`src/rtl/frame_sequencer.sv`:
```
// frame_sequencer: frame tick, UPDATE start/done handshake and raster scan feeding the VGA adapter.
// Define FRAME_SEQ_OVERRUN_CNT_EN to add o_overrun_cnt, a saturating count of dropped ticks.
module frame_sequencer #(
  parameter int FRAME_CYCLES   = 833333,
  parameter int X_MAX          = 159,
  parameter int Y_MAX          = 119,
  parameter int UPDATE_TIMEOUT = 255
) (
  input  logic       clk,
  input  logic       resetn,
  input  logic       i_enable,
  output logic       o_frame_tick,
  output logic       o_update_start,
  input  logic       i_update_done,
  output logic [7:0] o_scan_x,
  output logic [7:0] o_scan_y,
  output logic       o_scan_active,
  input  logic [2:0] i_pix_color,
  output logic [7:0] o_vga_x,
  output logic [6:0] o_vga_y,
  output logic [2:0] o_vga_color,
  output logic       o_vga_plot,
  output logic [1:0] o_phase,
  output logic       o_overrun,
  output logic       o_upd_timeout
`ifdef FRAME_SEQ_OVERRUN_CNT_EN
  ,
  output logic [7:0] o_overrun_cnt
`endif
);
  localparam int FW = $clog2(FRAME_CYCLES + 1);
  localparam int WW = $clog2(UPDATE_TIMEOUT + 1);
  typedef enum logic [1:0] {IDLE, UPDATE, SCAN, DRAIN} state_t;
  state_t          r_state;
  logic [FW-1:0]   r_fcnt;
  logic [WW-1:0]   r_wait;
  logic            w_done;
  logic            w_tmo;
  assign o_frame_tick = r_fcnt == FW'(FRAME_CYCLES - 1);
  // done is only honoured from the second UPDATE cycle, so a level held high still costs one cycle
  assign w_done       = r_wait != '0 && i_update_done;
  assign w_tmo        = r_wait == WW'(UPDATE_TIMEOUT - 1);
  assign o_vga_color  = i_pix_color;
  assign o_phase      = r_state;
  always_ff @(posedge clk) begin
    if (!resetn) begin
      r_state        <= IDLE;
      r_fcnt         <= '0;
      r_wait         <= '0;
      o_update_start <= 1'b0;
      o_scan_x       <= '0;
      o_scan_y       <= '0;
      o_scan_active  <= 1'b0;
      o_vga_x        <= '0;
      o_vga_y        <= '0;
      o_vga_plot     <= 1'b0;
      o_overrun      <= 1'b0;
      o_upd_timeout  <= 1'b0;
`ifdef FRAME_SEQ_OVERRUN_CNT_EN
      o_overrun_cnt  <= '0;
`endif
    end else begin
      r_fcnt         <= o_frame_tick ? '0 : r_fcnt + 1'b1;
      o_vga_x        <= o_scan_x;
      o_vga_y        <= o_scan_y[6:0];
      o_vga_plot     <= o_scan_active;
      o_update_start <= 1'b0;
      if (o_frame_tick && r_state != IDLE) begin
        o_overrun <= 1'b1;
`ifdef FRAME_SEQ_OVERRUN_CNT_EN
        if (o_overrun_cnt != 8'hFF) o_overrun_cnt <= o_overrun_cnt + 8'd1;
`endif
      end
      case (r_state)
        IDLE: if (o_frame_tick && i_enable) begin
          r_state        <= UPDATE;
          o_update_start <= 1'b1;
          r_wait         <= '0;
        end
        UPDATE: begin
          r_wait <= r_wait + 1'b1;
          if (w_done || w_tmo) begin
            r_state       <= SCAN;
            o_scan_active <= 1'b1;
            if (!w_done) o_upd_timeout <= 1'b1;
          end
        end
        SCAN: if (o_scan_x == 8'(X_MAX)) begin
          o_scan_x <= '0;
          if (o_scan_y == 8'(Y_MAX)) begin
            o_scan_y      <= '0;
            o_scan_active <= 1'b0;
            r_state       <= DRAIN;
          end else o_scan_y <= o_scan_y + 8'd1;
        end else o_scan_x <= o_scan_x + 8'd1;
        DRAIN: r_state <= IDLE;
      endcase
    end
  end
endmodule

```
`config.mk`:
```
export PLATFORM = sky130hd
export DESIGN_NAME = frame_sequencer
export DESIGN_NICKNAME = d
export VERILOG_FILES = /design/src/rtl/frame_sequencer.sv
export SDC_FILE = /design/constraint.sdc
export NUM_CORES = 1
export LEC_CHECK = 0
export ABC_AREA = 0
export BUFFER_PORTS_ARGS = -buffer_cell sky130_fd_sc_hd__buf_2
export CAP_MARGIN = 20
export CORE_MARGIN = 3
export CORE_UTILIZATION = 60
export CTS_CLUSTER_DIAMETER = 30
export DETAILED_ROUTE_END_ITERATION = 12
export PLACE_DENSITY = 0.95
export RECOVER_POWER = 100
export SYNTH_ARGS = -nofsm -noshare
export SYNTH_HDL_FRONTEND = slang
export SYNTH_SLANG_ARGS = --single-unit
```
`constraint.sdc`:
```
create_clock -name clk -period 4.05 [get_ports clk]
set_clock_uncertainty 0.2 [all_clocks]
set_input_delay 0.405 -clock clk [delete_from_list [all_inputs] [get_ports clk]]
set_output_delay 0.405 -clock clk [all_outputs]
set_load 0.005 [all_outputs]
```
======== After elaboration in Yosys (flattened, before gate mapping) ========
Index checks and enable logic that the tools add are counted.
word-level totals
  input bits .............................. 7
  bits in registers ....................... 66
  output and inout bits ................... 42
operators by class
  bitwise operators ....................... 2
  mux-type cells .......................... 14
  add/subtract/negate cells ............... 4
  reduce and logical (&&, ||, !) cells .... 16
  eq/ne operators ......................... 11
operators with widths
  cell                   number
  $add 8x1->8 const B    3
  $mux 8                 3
  $add 20x1->20 const B  1
  $eq 20x20->1 const B   1
  $eq 8x8->1 const B     2
  $pmux 8 s2             1
  $eq 8x7->1 const B     1
  $mux 2                 4
  $ne 2x2->1 const B     4
  $pmux 2 s4             1
  $reduce_and 4->1       2
  $reduce_bool 8->1      1
  $reduce_and 2->1       3
  $reduce_bool 2->1      3
  $eq 2x2->1 const B     2
  $mux 1                 4
  $logic_and 1x1->1      3
  $reduce_and 3->1       1
  $eq 2x1->1 const B     1
  $logic_not 2->1        1
  $not 1->1              2
  $pmux 1 s2             1
  $reduce_or 2->1        1
  $logic_or 1x1->1       1

======== Longest topological paths before layout ========
Gate-level depths: netlist of run 1.
  depth after elaboration ................. 5
  mapped depth ............................ 9
  gate-level depth less buffers ........... 7

======== Least setup slack after synthesis of run 1 ========
OpenSTA, ideal clock, no wires.
  path type ............................... register to register
  start point ............................. register r_state[0] (netlist: o_phase[0])
  end point ............................... register o_scan_active
  stages on the path, launching flop included .. 9
  data arrival time ....................... 1.636 ns
  path slack .............................. 2.096 ns
  buffers on the path ..................... 2
  clock period less this slack ............ 1.954 ns
  cells stage by stage .................... dfxtp_1 inv_1 ha_1 buf_2 and2_0 and4_1 buf_2 nand2_1 o221a_2
between the ends
  longest elaborated chain between the ends .. 3
  elaborated cells between the ends (all ways) .. 8
  classes of those cells .................. eq/ne: 5; mux: 1; reduce/logical: 2
ends and longest elaborated chain
  what                                                       line  source
  start, declared                                            34    state_t r_state;
  start signal, assigned                                     47    r_state <= IDLE;
  start signal, assigned                                     76    r_state <= UPDATE;
  start signal, assigned                                     83    r_state <= SCAN;
  $eq 2x2->1 or $eq 2x1->1 (tied branches)                   74    case (r_state)
  $ne 2x2->1 (no line) or $reduce_bool 2->1 (tied branches)  n/a
  $reduce_and 4->1 (no line)                                 n/a
  end signal, assigned                                       53    o_scan_active <= 1'b0;
  end signal, assigned                                       84    o_scan_active <= 1'b1;
  end signal, assigned                                       92    o_scan_active <= 1'b0;
  end, declared                                              17    output logic o_scan_active,
Parallel ways exist; a longest one is shown, timed or not.
A chain may end at the register's enable or synchronous reset.

======== Worst setup path in the final report of run 1 ========
  start point ............................. register r_fcnt[0]
  end point ............................... register r_wait[5]
between the ends
  longest elaborated chain between the ends .. 4
ends and longest elaborated chain
  what                        line  source
  start, declared             35    logic [FW-1:0] r_fcnt;
  start signal, assigned      63    r_fcnt <= o_frame_tick ? '0 : r_fcnt + 1'b1;
  $eq 20x20->1                39    assign o_frame_tick = r_fcnt == FW'(FRAME_CYCLES - 1);
  $logic_and 1x1->1           75    IDLE: if (o_frame_tick && i_enable) begin
  $ne 2x2->1 (no line)        n/a
  $reduce_and 2->1 (no line)  n/a
  end signal, assigned        81    r_wait <= r_wait + 1'b1;
  end, declared               36    logic [WW-1:0] r_wait;
No other way between the ends.

==> results by group, run 1 <==
Finish
  – Non-filler instance count after layout: 425
  – Nets: 373
  – Share of layout cells above drive strength 1: 12.2%
  – Most frequent cells in the layout: dfxtp_1 (66), nor2_1 (39), nand2_1 (27), buf_2 (27)
  – Ant diodes: 0
  – Commonest non-fill, non-tap cell in the layout: dfxtp_1
  – Register area: 1320 um2
  – Fillers: 331
  – Layout area overhead: 11.6%
  – Multi-input gate area: 1480 um2

Logic synthesis
  – Yosys cell types: 48
  – Post-synthesis instance total: 318
  – Mapped Nets: 335
  – EDFF count, synth: 0
  – Number of synthesis warnings: 0
  – Compound-gate portion of the synthesized area: 7.59%
  – Syn Area/Cell: 9.28 um2
  – Async S/R FF share, synth: 0%
  – Post-Synth XOR/XNOR Area: 8.61%
  – Largest family of logic cells by synthesized area: simple AND/OR/NAND/NOR gates
  – Post-synthesis mux area share: 1.02%
  – Yosys reg bits: 66
  – Register area share after synthesis: 44.8%
  – Synth Area in Adders: 4.24%
  – Ys flop type: dfxtp_1
  – Simple-gate portion of the synthesized area: 29.7%
  – Synthesized area: 2950 um2

Setup path
  – Worst-case reg-to-reg path depth: 7
  – Required time of the worst setup path: 4.10 ns
  – CP Capture Type: flop
  – Worst reg2reg path startpoint: r_fcnt[0]
  – WP data arrival: 2.83 ns
  – Setup crit start: r_fcnt[0]
  – Reg2reg end: r_wait[5]
  – WS Path Type: flop to flop
  – R2r setup slk: 1.27 ns
  – Critical Path Start Type: flop
  – Max FO, Critical Path: 13

Power and ir drop
  – Worst IR Drop VDD: 311 uV
  – Tot Pwr: 1.20 mW
  – Cell Pwr Density: 364 nW/um2
  – Lkg Pwr: 1.30 nW

STA
  – Final setup violation count: 0
  – Max-slew headroom: 16.0%
  – RSZ-0062 raised after global routing: no
  – Post-layout minimum cycle time: 2.78 ns
  – Post-route setup TNS: 0 ns
  – Final max-slew violation count: 0
  – Period utilisation layout: 68.6%
  – Worst-Margin Slew: 1.25 ns
  – Hold Violations, Final: 0
  – Fmax: 360 MHz

Clocking
  – # clock sinks: 66
  – Postcts setup bufs: 0
  – TritonCTS clock tree: done
  – Clock buffer depth: 2
  – CTS Buf Count: 9
  – Register clock-pin slew on the reported worst setup and hold paths: 0.06 ns
  – Skew-Pair Late Insertion Delay: 0.34 ns
  – CTS Root Cell: clkbuf_8
  – H-tree levels: 3
  – CTS resizes: 0
  – Hold-fix buffers at CTS: 0

Global route
  – First-pass GRT wire length: 9520 um
  – Antenna violations before repair: 0
  – GR Overflow Total: 0
  – Vias in the first global route: 2,149
  – Largest net degree at the start of global routing: 57
  – GRT Overall Usage: 20.2%

Run
  – Max-cap viol count: 0

Routing
  – Final ANT Viol Nets: 0
  – Routed len/inst: 13.2 um
  – Vias post-DR: 2,347
  – TritonRoute pass-1 iters: 4
  – Routed wire length: 5620 um
  – DR iter-0 viols: 144
  – # DRC: 0
  – Avg Vias per Cell: 5.52

Floorplan
  – Number of core rows: 24
  – Chip Height: 76.1 um
  – # IOs: 49
  – Die width: 76.1 um
  – Core ar.: 4530 um2
  – Die Area: 5790 um2
  – Initial core utilization: 65.1%

Place
  – Inst Count DP: 410
  – DP HPWL: 3930 um
  – GPL Wtd Cong: 0.900
  – I/O Buffers: 42

Hold path
  – Hold Path Depth: 3
  – HP Class: primary input to flop
  – Hold wc startpoint: i_enable
  – Hold Path Sink: o_update_start

Run status
  – Outcome: complete, no violations
==> registers in the layout, indices dropped and copies added (netlist names) <==
signal	flops
o_vga_x	8
o_scan_active	1
o_overrun	1
o_update_start	1
o_vga_y	7
o_scan_y	8
r_wait	8
o_scan_x	8
o_vga_plot	1
o_phase	2
r_fcnt	20
o_upd_timeout	1
==> cell usage after synthesis, drive strengths merged (2+ instances only) <==
cell type  instances  area share [%]
o311ai             2            0.59
nand3b             2            0.51
nor4               4            0.85
xnor2             10             3.0
dfxtp             66              45
clkbuf             6            0.76
nor4b              3             1.1
o211ai             2            0.51
nor3               5             1.2
nor2b              7             1.5
and4               2            0.59
o22ai              2            0.42
inv                9             1.1
nand3             19             3.2
o31a               2            0.59
and2              19             4.0
a21oi              2            0.34
nor4bb             2            0.68
ha                10             4.2
a31oi              2             1.1
nand4b             3            0.89
and3              13             2.8
nand4             13             2.8
nand2             27             3.4
xor2              19             5.6
buf                8             1.8
nor2              39             5.2
mux2i              3             1.0
o21a               4             1.0
o221ai             3            0.89
==> final cells by class <==
class                   instances  share of cell area, %
clock buffers                  12                   4.41
clock inverters                 3                   1.22
inverters                       9                   1.03
multi-input cells             228                   44.9
flip-flops and latches         66                   40.1
well taps                      65                   2.47
repair buffers                 42                   5.81
==> power breakdown <==
group          internal [mW]  switching, mW
sequential             0.652        0.00308
clock                  0.296          0.228
combinational        0.00644         0.0134
==> critical path, stage by stage, from the launching register on <==
cell and delay, ns:
dfxtp_1 0.40, inv_1 0.06, ha_1 0.18, nor4bb_1 0.12
and3_1 0.22, a31oi_1 0.93, nor2_1 0.31, o221ai_1 0.27
==> cells by family (layout without fill, tap and decap cells) <==
group / Yosys count / count (layout)
compound gates: 25 / 25
xor+xnor: 29 / 29
fa+ha+maj: 10 / 10
buf+inv: 24 / 66
flops: 66 / 66
mux: 3 / 3
simple gates: 161 / 161
==> stage by stage <==
stage | cell area, um2 | hold WS [ns] | util, % | worst slack (ns)
after global routing | 3290 | 0.122 | 72.6 | 1.12
final | 3290 | 0.115 | 72.6 | 1.27
after floorplan | 2950 | 0.242 | - | 2.10
after detailed placement | 3160 | 0.252 | 69.6 | 1.84
after global placement | 3160 | 0.245 | 69.6 | 1.89
after CTS | 3340 | 0.124 | 73.7 | 1.77
==> how the worst max path moves through the flow <==
stage	to	slack, ns	depth (start not counted)
2_1_floorplan	o_scan_active	2.10	8
3_3_place_gp	o_scan_active	1.89	7
3_5_place_dp	r_fcnt[18]	1.84	3
4_1_cts	o_frame_tick	1.77	7
5_1_grt	r_wait[5]	1.12	7
6_report	r_wait[5]	1.27	7
==> metal layers <==
metal / vias up / track usage [%] / wire [um]
li1: 1174 / - / -
met1: 1098 / 23.7 / 2530
met2: 64 / 33.1 / 2670
met3: 11 / 5.20 / 278
met4: 0 / 12.1 / 143
met5: - / 0 / 0
No activity file was read; power rests on OpenSTA's default activity.
==> inputs of run 2 (changes only) <==
Settings changed: CORE_UTILIZATION 60 to 50, PLACE_DENSITY 0.95 to 0.86.
Clock period 4.05 ns to 2.5 ns, I/O delays scaled along.
==> run 2 against run 1 <==
Net effect:
- maximum frequency grew 29%
- sequential cell count is the same
- cell count grew 3.3%
- worst setup slack lost 0.93 ns
- combinational power grew 89%
- utilization shrank 13 points
- via count grew 0.34%
- worst hold slack gained 0.16 ns
- non-clock buffer count grew 7
- register-to-register slack lost 0.93 ns
- cell area grew 1.7%
- largest cell class unchanged
==> results by group, run 2 (synthesized netlist as in run 1, its figures left out) <==
Clocking
  – Postcts setup bufs: 0
  – CTS Buf Count: 9
  – CTS Root Cell: clkbuf_8
  – Hold-fix buffers at CTS: 1
  – # clock sinks: 66
  – Skew-Pair Late Insertion Delay: 0.34 ns
  – Clock buffer depth: 2
  – CTS resizes: 0
  – H-tree levels: 3
  – Register clock-pin slew on the reported worst setup and hold paths: 0.07 ns
  – TritonCTS clock tree: done

Power and ir drop
  – Lkg Pwr: 1.33 nW
  – Cell Pwr Density: 548 nW/um2
  – Worst IR Drop VDD: 424 uV

STA
  – Worst-Margin Slew: 0.989 ns
  – Final max-slew violation count: 0
  – Post-layout minimum cycle time: 2.16 ns
  – Period utilisation layout: 86.3%
  – Final setup violation count: 0
  – Post-route setup TNS: 0 ns
  – Min Hold Slack: 0.271 ns
  – Max-slew headroom: 34.1%
  – Fmax: 463 MHz
  – Hold Violations, Final: 0
  – PnR worst setup slack: 0.342 ns
  – RSZ-0062 raised after global routing: no

Routing
  – Routed wire length: 5810 um
  – Final ANT Viol Nets: 0
  – DR iter-0 viols: 80
  – # DRC: 0
  – Routed len/inst: 13.2 um
  – TritonRoute pass-1 iters: 4
  – Avg Vias per Cell: 5.36
  – Vias post-DR: 2,355

Floorplan
  – Die width: 82.8 um
  – Die Area: 6860 um2
  – # IOs: 49
  – Chip Height: 82.8 um
  – Number of core rows: 27
  – Initial core utilization: 52.6%
  – Core ar.: 5610 um2

Global route
  – First-pass GRT wire length: 9870 um
  – GRT Overall Usage: 17.5%
  – Largest net degree at the start of global routing: 33
  – Antenna violations before repair: 0
  – GR Overflow Total: 0
  – Vias in the first global route: 2,262

Finish
  – Reg with most FFs: r_fcnt
  – Share of layout cells above drive strength 1: 15.3%
  – Ant diodes: 0
  – Max reg flops: 20
  – Fin util: 59.7%
  – Layout area overhead: 13.5%
  – Commonest non-fill, non-tap cell in the layout: dfxtp_1
  – Nets: 380
  – Most frequent cells in the layout: dfxtp_1 (66), nor2_1 (39), buf_2 (29)

Setup path
  – CP Capture Type: flop
  – Critical Path Start Type: flop
  – Required time of the worst setup path: 2.57 ns
  – WP data arrival: 2.23 ns
  – WS Path Type: flop to flop
  – Max FO, Critical Path: 7

Run
  – Max-cap viol count: 0

Place
  – Pre-CTS setup slack: 0.364 ns
  – DP HPWL: 4090 um
  – GPL Wtd Cong: 0.849
  – I/O Buffers: 42

Hold path
  – HP Class: primary input to flop

Run status
  – Outcome: complete, no violations
run 2: cell count changes in the layout (fill, tap and decap cells not counted), sizes merged:
cell	change
buf	+5
clkinvlp	+2
bufinv	-1
clkinv	+2
dlygate4sd3	+1
clkbuf	-2
run 2: worst paths after layout:
check        slack [ns]            end          start  cells past startpoint
max reg2reg        0.34     o_phase[1]    o_scan_y[1]                      6
min reg2reg        0.28  o_upd_timeout  o_upd_timeout                      1
max                0.34     o_phase[1]    o_scan_y[1]                      6
min                0.27  o_upd_timeout  i_update_done                      5
run 2: worst max-delay path, cell delays in order, from the launching register on:
cell and delay, ns:
dfxtp_1 0.43, ha_1 0.23, nand4_1 0.13, nor4b_2 0.40, nand2_1 0.19, a211oi_4 0.31, mux2i_1 0.20
run 2: per-stage QoR:
stage,power (mW),instances,instance area (um2)
after floorplan,1.11,318,2950
after global placement,1.12,423,3210
after detailed placement,1.12,423,3210
after CTS,1.86,439,3380
after global routing,1.91,439,3350
final,1.84,439,3350
run 2: metal layers:
layer  part of all wire, %  wire length (um)  global-route usage (%)  vias up
li1                      -                 -                       -     1190
met5                     0                 0                       0        -
met2                    47              2760                    28.4       62
met3                   6.0               348                    6.25        8
met4                   1.6                93                    9.21        0
met1                    45              2610                    20.3     1095
run 2: power breakdown:
group / total [mW] / internal [mW] / switching (mW)
sequential: 1.06 / 1.06 / 0.00466
combinational: 0.0376 / 0.0132 / 0.0243
clock: 0.738 / 0.346 / 0.392
run 2: area by class of cell:
type | count | area, um2
well taps | 72 | 90.1
clock buffers | 9 | 124
clock inverters | 6 | 35.0
flip-flops and latches | 66 | 1320
inverters | 9 | 33.8
multi-input cells | 228 | 1500
repair buffers | 49 | 243
fillers | 525 | 2260
